[src/rtl/data_mem_ctrl_if.sv]
// Data-memory access bus between the datapath and data_mem_ctrl.
interface data_mem_ctrl_if #(
  parameter int unsigned AW = 7
);
  logic [AW-1:0] Addr;
  logic [31:0]   DataIn;
  logic          MemWR;
  logic          MemRD;
  logic [1:0]    Size;
  logic          Unsigned;
  logic [31:0]   DataOut;
  logic          RdValid;
  logic          AlignErr;
  logic          Busy;

  // Datapath side: issues requests, consumes load results.
  modport master (
    output Addr, DataIn, MemWR, MemRD, Size, Unsigned,
    input  DataOut, RdValid, AlignErr, Busy
  );

  // Memory side: serves requests, returns load results.
  modport slave (
    input  Addr, DataIn, MemWR, MemRD, Size, Unsigned,
    output DataOut, RdValid, AlignErr, Busy
  );
endinterface

[src/rtl/data_mem_ctrl.sv]
// Byte/half/word data memory with sign/zero-extending loads, misalignment
// detection, optional registered read path and post-reset sequential clear.
module data_mem_ctrl #(
  parameter int unsigned AW             = 7,
  parameter int unsigned RD_REG         = 1,
  parameter int unsigned CLEAR_ON_RESET = 1
) (
  input  logic           Clk,
  input  logic           Rst_n,
  data_mem_ctrl_if.slave bus
);

  localparam int unsigned WA    = AW - 2;
  localparam int unsigned DEPTH = 1 << WA;

  localparam logic [0:0] S_IDLE  = 1'b0;
  localparam logic [0:0] S_CLEAR = 1'b1;
  localparam logic [0:0] S_RESET = (CLEAR_ON_RESET != 0) ? S_CLEAR : S_IDLE;

  logic [0:0]    state_q, state_d;
  logic [WA-1:0] clr_ptr_q, clr_ptr_d;
  logic          clr_we;

  logic [31:0]   mem_q [DEPTH];

  logic [WA-1:0] word_idx;
  logic [1:0]    lane;
  logic          idle;
  logic          rd_req;
  logic          wr_en;
  logic          align_err_c;
  logic          acc_err_c;
  logic [3:0]    be_c;
  logic [31:0]   wdata_c;
  logic [31:0]   rd_word;
  logic [7:0]    byte_sel;
  logic [15:0]   half_sel;
  logic          sext;
  logic [31:0]   load_c;
  logic [31:0]   dout_c;

  logic [31:0]   dout_q, dout_d;
  logic          rd_valid_q, rd_valid_d;
  logic          align_err_q, align_err_d;

  assign word_idx = bus.Addr[AW-1:2];
  assign lane     = bus.Addr[1:0];
  assign idle     = (state_q == S_IDLE);
  assign rd_req   = idle & bus.MemRD;
  assign wr_en    = idle & bus.MemWR & ~align_err_c;
  assign acc_err_c = idle & (bus.MemRD | bus.MemWR) & align_err_c;
  assign rd_word  = mem_q[word_idx];
  assign sext     = ~bus.Unsigned;

  // State and clear-pointer registers.
  always_ff @(posedge Clk or negedge Rst_n) begin
    if (!Rst_n) begin
      state_q   <= S_RESET;
      clr_ptr_q <= '0;
    end else begin
      state_q   <= state_d;
      clr_ptr_q <= clr_ptr_d;
    end
  end

  // Next-state: walk the clear pointer over every word, then go idle.
  always_comb begin
    state_d   = state_q;
    clr_ptr_d = clr_ptr_q;
    clr_we    = 1'b0;
    case (state_q)
      S_CLEAR: begin
        clr_we    = 1'b1;
        clr_ptr_d = clr_ptr_q + WA'(1);
        if (clr_ptr_q == '1) begin
          state_d = S_IDLE;
        end
      end
      default: begin
        state_d = S_IDLE;
      end
    endcase
  end

  // Size decode: alignment check, lane enables and lane-replicated store data.
  always_comb begin
    align_err_c = 1'b0;
    be_c        = 4'b0000;
    wdata_c     = '0;
    case (bus.Size)
      2'b00: begin
        be_c    = 4'b0001 << lane;
        wdata_c = {4{bus.DataIn[7:0]}};
      end
      2'b01: begin
        align_err_c = lane[0];
        be_c        = lane[1] ? 4'b1100 : 4'b0011;
        wdata_c     = {2{bus.DataIn[15:0]}};
      end
      2'b10: begin
        align_err_c = (lane != 2'b00);
        be_c        = 4'b1111;
        wdata_c     = bus.DataIn;
      end
      default: begin
        align_err_c = 1'b1;
      end
    endcase
  end

  // Array write port: clear has priority; stores only touch enabled lanes.
  always_ff @(posedge Clk) begin
    if (clr_we) begin
      mem_q[clr_ptr_q] <= '0;
    end else if (wr_en) begin
      for (int k = 0; k < 4; k++) begin
        if (be_c[k]) begin
          mem_q[word_idx][8*k +: 8] <= wdata_c[8*k +: 8];
        end
      end
    end
  end

  // Load field select and extension; misaligned loads return zero.
  always_comb begin
    case (lane)
      2'b00:   byte_sel = rd_word[7:0];
      2'b01:   byte_sel = rd_word[15:8];
      2'b10:   byte_sel = rd_word[23:16];
      default: byte_sel = rd_word[31:24];
    endcase
    half_sel = lane[1] ? rd_word[31:16] : rd_word[15:0];
    load_c   = '0;
    if (!align_err_c) begin
      case (bus.Size)
        2'b00:   load_c = {{24{sext & byte_sel[7]}}, byte_sel};
        2'b01:   load_c = {{16{sext & half_sel[15]}}, half_sel};
        2'b10:   load_c = rd_word;
        default: load_c = '0;
      endcase
    end
  end

  // Combinational-read result: zero when no load is in flight.
  always_comb begin
    dout_c = '0;
    if (rd_req) begin
      dout_c = load_c;
    end
  end

  // Registered-read next values: data holds between loads, flags pulse.
  always_comb begin
    dout_d      = dout_q;
    rd_valid_d  = rd_req;
    align_err_d = acc_err_c;
    if (rd_req) begin
      dout_d = load_c;
    end
  end

  // Registered-read output flops.
  always_ff @(posedge Clk or negedge Rst_n) begin
    if (!Rst_n) begin
      dout_q      <= '0;
      rd_valid_q  <= 1'b0;
      align_err_q <= 1'b0;
    end else begin
      dout_q      <= dout_d;
      rd_valid_q  <= rd_valid_d;
      align_err_q <= align_err_d;
    end
  end

  assign bus.Busy     = (state_q == S_CLEAR);
  assign bus.DataOut  = (RD_REG != 0) ? dout_q      : dout_c;
  assign bus.RdValid  = (RD_REG != 0) ? rd_valid_q  : rd_req;
  assign bus.AlignErr = (RD_REG != 0) ? align_err_q : acc_err_c;

endmodule
[src/flat_wrapper.sv]
// flat-port wrapper written by rule: the top's interface ports become plain ports
module data_mem_ctrl_flat 
#(
  parameter int unsigned AW             = 7,
  parameter int unsigned RD_REG         = 1,
  parameter int unsigned CLEAR_ON_RESET = 1
)
  (Clk, Rst_n, bus_Addr, bus_DataIn, bus_MemWR, bus_MemRD, bus_Size, bus_Unsigned, bus_DataOut, bus_RdValid, bus_AlignErr, bus_Busy);
  data_mem_ctrl_if #(.AW(AW)) bus_i ();
  input  logic Clk;
  input  logic Rst_n;
  input wire logic [$bits(bus_i.Addr)-1:0] bus_Addr;
  input wire logic [$bits(bus_i.DataIn)-1:0] bus_DataIn;
  input wire logic [$bits(bus_i.MemWR)-1:0] bus_MemWR;
  input wire logic [$bits(bus_i.MemRD)-1:0] bus_MemRD;
  input wire logic [$bits(bus_i.Size)-1:0] bus_Size;
  input wire logic [$bits(bus_i.Unsigned)-1:0] bus_Unsigned;
  output wire logic [$bits(bus_i.DataOut)-1:0] bus_DataOut;
  output wire logic [$bits(bus_i.RdValid)-1:0] bus_RdValid;
  output wire logic [$bits(bus_i.AlignErr)-1:0] bus_AlignErr;
  output wire logic [$bits(bus_i.Busy)-1:0] bus_Busy;
  assign bus_i.Addr = bus_Addr;
  assign bus_i.DataIn = bus_DataIn;
  assign bus_i.MemWR = bus_MemWR;
  assign bus_i.MemRD = bus_MemRD;
  assign bus_i.Size = bus_Size;
  assign bus_i.Unsigned = bus_Unsigned;
  assign bus_DataOut = bus_i.DataOut;
  assign bus_RdValid = bus_i.RdValid;
  assign bus_AlignErr = bus_i.AlignErr;
  assign bus_Busy = bus_i.Busy;
  data_mem_ctrl #(.AW(AW), .RD_REG(RD_REG), .CLEAR_ON_RESET(CLEAR_ON_RESET)) u_core (.Clk(Clk), .Rst_n(Rst_n), .bus(bus_i));
endmodule
[config.mk]
export PLATFORM = sky130hd
export DESIGN_NAME = data_mem_ctrl_flat
export DESIGN_NICKNAME = d
export VERILOG_FILES = /design/src/rtl/data_mem_ctrl_if.sv /design/src/rtl/data_mem_ctrl.sv /design/src/flat_wrapper.sv
export SDC_FILE = /design/constraint.sdc
export NUM_CORES = 1
export LEC_CHECK = 0
export CORE_ASPECT_RATIO = 1.1
export CORE_MARGIN = 4
export CORE_UTILIZATION = 35
export CTS_BUF_LIST = sky130_fd_sc_hd__clkbuf_16
export DETAILED_ROUTE_END_ITERATION = 10
export GPL_TIMING_DRIVEN = 0
export PLACE_DENSITY_LB_ADDON = 0.12
export SETUP_SLACK_MARGIN = 0.3
export SLEW_MARGIN = 15
export SYNTH_ARGS = -nofsm -noshare
export SYNTH_HDL_FRONTEND = slang
export SYNTH_SLANG_ARGS = --single-unit
export TNS_END_PERCENT = 5
[constraint.sdc]
create_clock -name Clk -period 5.2 [get_ports Clk]
set_clock_uncertainty 0.05 [all_clocks]
set_input_delay 1.56 -clock Clk [delete_from_list [all_inputs] [get_ports Clk]]
set_output_delay 1.56 -clock Clk [all_outputs]
set_load 0.05 [all_outputs]
Word-level counts from Yosys, hierarchy flattened --
Memory sizes are Yosys's and may differ from the RTL's. Index checks and enable logic that the tools add are counted.
Operators by class: shift-type cells 1, muxes and demuxes 32, eq/ne operators 5, $add $sub $neg 1, bitwise logic cells 11, reduce and logical (&&, ||, !) cells 4
Operators by type and width (count):
- $pmux 32 s3 | 2
- $mux 32 | 2
- $reduce_or 32->1 | 1
- $pmux 8 s3 | 1
- $mux 1 | 21
- $mux 16 | 1
- $pmux 4 s3 | 1
- $mux 4 | 2
- $and 1x1->1 | 7
- $add 5x1->5 const B | 1
- $eq 5x5->1 const B | 1
- $mux 5 | 1
- $eq 2x1->1 const B | 2
- $eq 2x2->1 const B | 2
- $logic_not 2->1 | 2
- $shl 1x2->4 const A | 1
- $not 1->1 | 3
- $pmux 1 s3 | 1
- $reduce_bool 2->1 | 1
- $or 1x1->1 | 1
Word-level totals: output and inout port bits 35, register bits after elaboration 40, RAM bits 1024, memories 1, word-level logic and storage cells 60
Memories:
- u_core.mem_q | words 32, bits a word 32, rd ports 1, clocked after Yosys merged registers in 0, write ports 1, RTL line data_mem_ctrl.sv:24 | logic [31:0] mem_q [DEPTH];

Longest topological paths before layout --
Gate-level depths: netlist (run 1).
depth in word-level cells 9, mapped depth 11, mapped depth without buffers 7

Worst setup path before layout (run 1) --
Ideal clock, no wire load.
path kind input-to-reg, start point input bus_Addr[2], end point memory u_core.mem_q[0][10], enable pin, path slack 1153 ps, setup time 370 ps, cell stages on the path 9, arrival time 3627 ps, cell sequence buf_4 -> buf_6 -> buf_6 -> buf_4 -> buf_4 -> or3_1 -> o31a_1 -> or3_1 -> nor2_1
On the way: cells in the longest elaborated chain, start to end 1
RTL lines:
- start: declaration | RTL line flat_wrapper.sv:12 | input wire logic [$bits(bus_i.Addr)-1:0] bus_Addr;
- $mux 5 (no source line)
- end: declaration | RTL line data_mem_ctrl.sv:24
No other way between the ends.

Worst setup path after layout (run 1) --
start point input bus_Addr[3], end point memory u_core.mem_q[2][20], enable pin
Same word-level chain as after synthesis.

==> impl_metrics.tcl, run 1 <==
set metrics [dict create \
    yosysWarnings 0 \
    max-clock-path-buffers 3 \
    cts_tree "done" \
    wl_met1_um 62400 \
    syn_area_mm2 0.0424 \
    first_global_vias 23800 \
    rsz0062_at_grt "true" \
    h-tree-depth 3 \
    wl_met2_um 68000 \
    worst_setup_path_end_kind "register" \
    synthCells 2227 \
    clock-sinks 1064 \
    p_per_area_mw_per_mm2 357 \
    dp_slack_ns -1.97 \
    place.gp.congestion 1.02 \
    worstPathCellList "clkdlybuf4s50_1, buf_2, buf_4, buf_2, buf_4, nand3b_1, and2_1, or3_1, nor2_2" \
    ys_seq_area_share_pct 74.8 \
    syn_avg_cell_area_um2 19.1 \
    fp.dieArea_mm2 0.127 \
    setup_ws_ns 0.0668 \
    hold_end "u_core.bus.DataOut[18]$_DFFE_PN0P_" \
    ff_latch_area_mm2 0.0318 \
    maxSlewViolCount 0 \
    wl_met3_um 11600 \
    min_from "u_core.bus.DataOut[18]$_DFFE_PN0P_" \
    clock_latency_ns 0.70 \
    fmax_mhz 195 \
    holdPathStages 2 \
    r2r_end "u_core.mem_q[4][16]$_DFFE_PP_" \
    topRoutingLayerUsed "met5" \
    synthArstFlopShare_pct 3.76 \
    drt-initial-drc-count 2847 \
    finalCriticalPeriod_ns 5.13 \
    reg2reg_from "u_core.bus.Busy$_DFF_PN1_" \
    drive_gt1_share_pct 27.2 \
    avgViaCountPerCell 5.72 \
    hp-class "register to register" \
    ys.flop_type "edfxtp_1" \
    die_w_um 340 \
    clk_pin_slew_ns 0.06 \
    dr_total_vias 23900 \
    start_kind "input pin" \
    dpl.hpwl_um 104000 \
    synth_edf_count 1024 \
    reg2regPathDepth 6 \
    portBuffers 77 \
    max_stage_delay_ns 0.71 \
    synth.most_common_cell "edfxtp_1" \
    core_area_mm2 0.120 \
    rows 133 \
    ir_worst_vdd_mv 0.245 \
    synth_top_cell_by_area "edfxtp_1" \
    pin_count 81 \
    ys_top_cells_by_area "edfxtp_1, mux4_2, mux2i_1" \
    fin_crit_sh_pct 98.7 \
    status "finished clean" \
    routed_wl_um 148000 \
    path_class "input pin to register" \
    regToRegSetupSlack_ns 1.51 \
    grt_pass1_wl_um 199000 \
    relSlewSlack_pct 10.5 \
    synthTopCellsByCount "edfxtp_1, mux4_2, nor2_1" \
    nNetsFinal 2524 \
    dp_cells 3945 \
    multiInputGateArea_mm2 0.0111 \
    final_antenna_net_count 0 \
    grt_antenna_before_repair 9 \
    worst_pin_slew_ns 1.33 \
    finalSetupViolCount 0 \
    firstDrtPassIters 6 \
    grt_max_degree 33 \
    hold_violations 0 \
    cp_slowest_cell "nor2_2" \
    numCtsBuffers 109 \
    fillers 10600 \
    track_usage_pct 23.0 \
    path_max_fanout 10 \
    cp_data_arrival_time_ns 5.39 \
    maxCapViolCount 0 \
    synth_nets 2275 \
    layout.cells.non_filler 4172 \
    yosys_register_bits 1064 \
    yosysTopAreaCellShare_pct 72.5 \
    drc 0 \
    chipHeight_um 373 \
    wl_per_cell_um 35.5 \
    gr-total-overflow 0 \
    leakagePower_uw 0.0140 \
    synthToLayoutAreaGrowth_pct 19.5 \
    initial_core_util_pct 35.4 \
    root_buffer "clkbuf_16" \
    critPathRequiredTime_ns 5.46 \
    ys_types 52 \
]
[flip-flops by register name (all words and copies together) (netlist names)]
register,cells
u_core.bus.Busy,1
u_core.bus.DataOut,32
u_core.clr_ptr_q,5
u_core.bus.RdValid,1
u_core.bus.AlignErr,1
u_core.mem_q,1024
[through the flow]
| step | power (µW) | TNS [ns] | util, % | area, µm² | hold slack (ns) |
|---|---|---|---|---|---|
| after floorplan | 10200 | 0 | - | 42400 | 0.460 |
| after global placement | 10800 | -1770.56 | 37.7 | 45200 | 0.465 |
| after detailed placement | 10800 | -1262.13 | 38.1 | 45700 | 0.476 |
| after CTS | 18200 | 0 | 42.1 | 50500 | 0.492 |
| after global routing | 18600 | 0 | 42.2 | 50700 | 0.513 |
| final | 18100 | 0 | 42.2 | 50700 | 0.481 |
[cells by family (layout without fill, tap and decap cells)]
logic type               after synthesis  after routing  synth area share, %
AND/OR/NAND/NOR                      433            433                 4.45
multiplexers                         365            365                 15.2
AO/OA/AOI/OAI                        217            217                 3.62
adder cells (fa/ha/maj)                2              2               0.0590
flip-flops                          1064           1064                 74.8
XOR/XNOR                               4              4               0.0826
other                                  0              2                    0
buffers and inverters                142            465                 1.70
[where the power goes]
group / leakage [µW] / internal (µW) / total [µW] / switching [µW]
Sequential: 0.00791 / 9420 / 9480 / 60.7
Clock: 0.00168 / 4140 / 7370 / 3220
Combinational: 0.00441 / 348 / 1220 / 876
[cells in the final DEF, fill, tap and decap left out, types with 13 or more instances in the layout]
master and n:
a22oi_1 50, buf_12 33, edfxtp_1 1024, mux4_2 224, buf_6 13, buf_4 41
nor2_1 48, clkbuf_1 48, a32oi_1 28, buf_2 29, nor2b_1 17, clkinv_1 28
clkbuf_16 112, mux2i_1 132, nor2_4 111, dfrtp_1 39, clkinv_2 14, nand2_1 127
inv_1 23, o2111ai_1 15, nand3_2 17, nor2_2 27, a21oi_1 63, clkdlybuf4s50_1 76
[worst max path at each step]
stage / to / from / slack [ns] / cells after the start
after floorplan: u_core.mem_q[0][10]$_DFFE_PP_ / bus_Addr[2] / 1.15 / 9
after global placement: u_core.mem_q[15][25]$_DFFE_PP_ / bus_Addr[4] / -2.09 / 9
after detailed placement: u_core.mem_q[15][19]$_DFFE_PP_ / bus_Addr[4] / -1.97 / 9
after CTS: u_core.bus.DataOut[0]$_DFFE_PN0P_ / bus_Addr[3] / 0.08 / 9
after global routing: u_core.mem_q[18][25]$_DFFE_PP_ / bus_Addr[3] / 0.08 / 9
final: u_core.mem_q[2][20]$_DFFE_PP_ / bus_Addr[3] / 0.07 / 9
[routing by layer]
metal	vias to the layer above	GRT usage [%]
met4	6	9.07
met3	257	4.77
met1	12900	31.9
li1	9550	-
met5	-	0
met2	1149	35.6
[critical path: cells and delay by family]
family / cells / cell delay, ns
simple gates: 4 / 1.61
buf+inv: 5 / 2.16
[timing repair]
action	CTS	global route
resized for setup	240	5
hold buffers	0	0
buffers inserted	34	4
endpoints found under the setup margin	966	787
pin swaps	31	4
[layout make-up]
class,count,area share [%]
antenna,2,0.00988
timing repair buffer,138,3.50
multi-input combinational,1021,21.9
tap,1620,4.00
inverter,4,0.0296
sequential,1064,62.6
clock buffer,112,5.53
clock inverter,73,0.938
buffer,138,1.48
No activity file was read; power rests on OpenSTA's default activity.
==> inputs of run 2 (changes only) <==
--- a/constraint.sdc
+++ b/constraint.sdc
@@ -3,3 +3,3 @@
 set_input_delay 1.56 -clock Clk [delete_from_list [all_inputs] [get_ports Clk]]
 set_output_delay 1.56 -clock Clk [all_outputs]
-set_load 0.05 [all_outputs]
+set_load 0.02 [all_outputs]
==> results of run 2 <==
The final DEF is identical to that of run 1. Status: finished clean.
Main changes from that run: total power 18100 µW -> 18000 µW
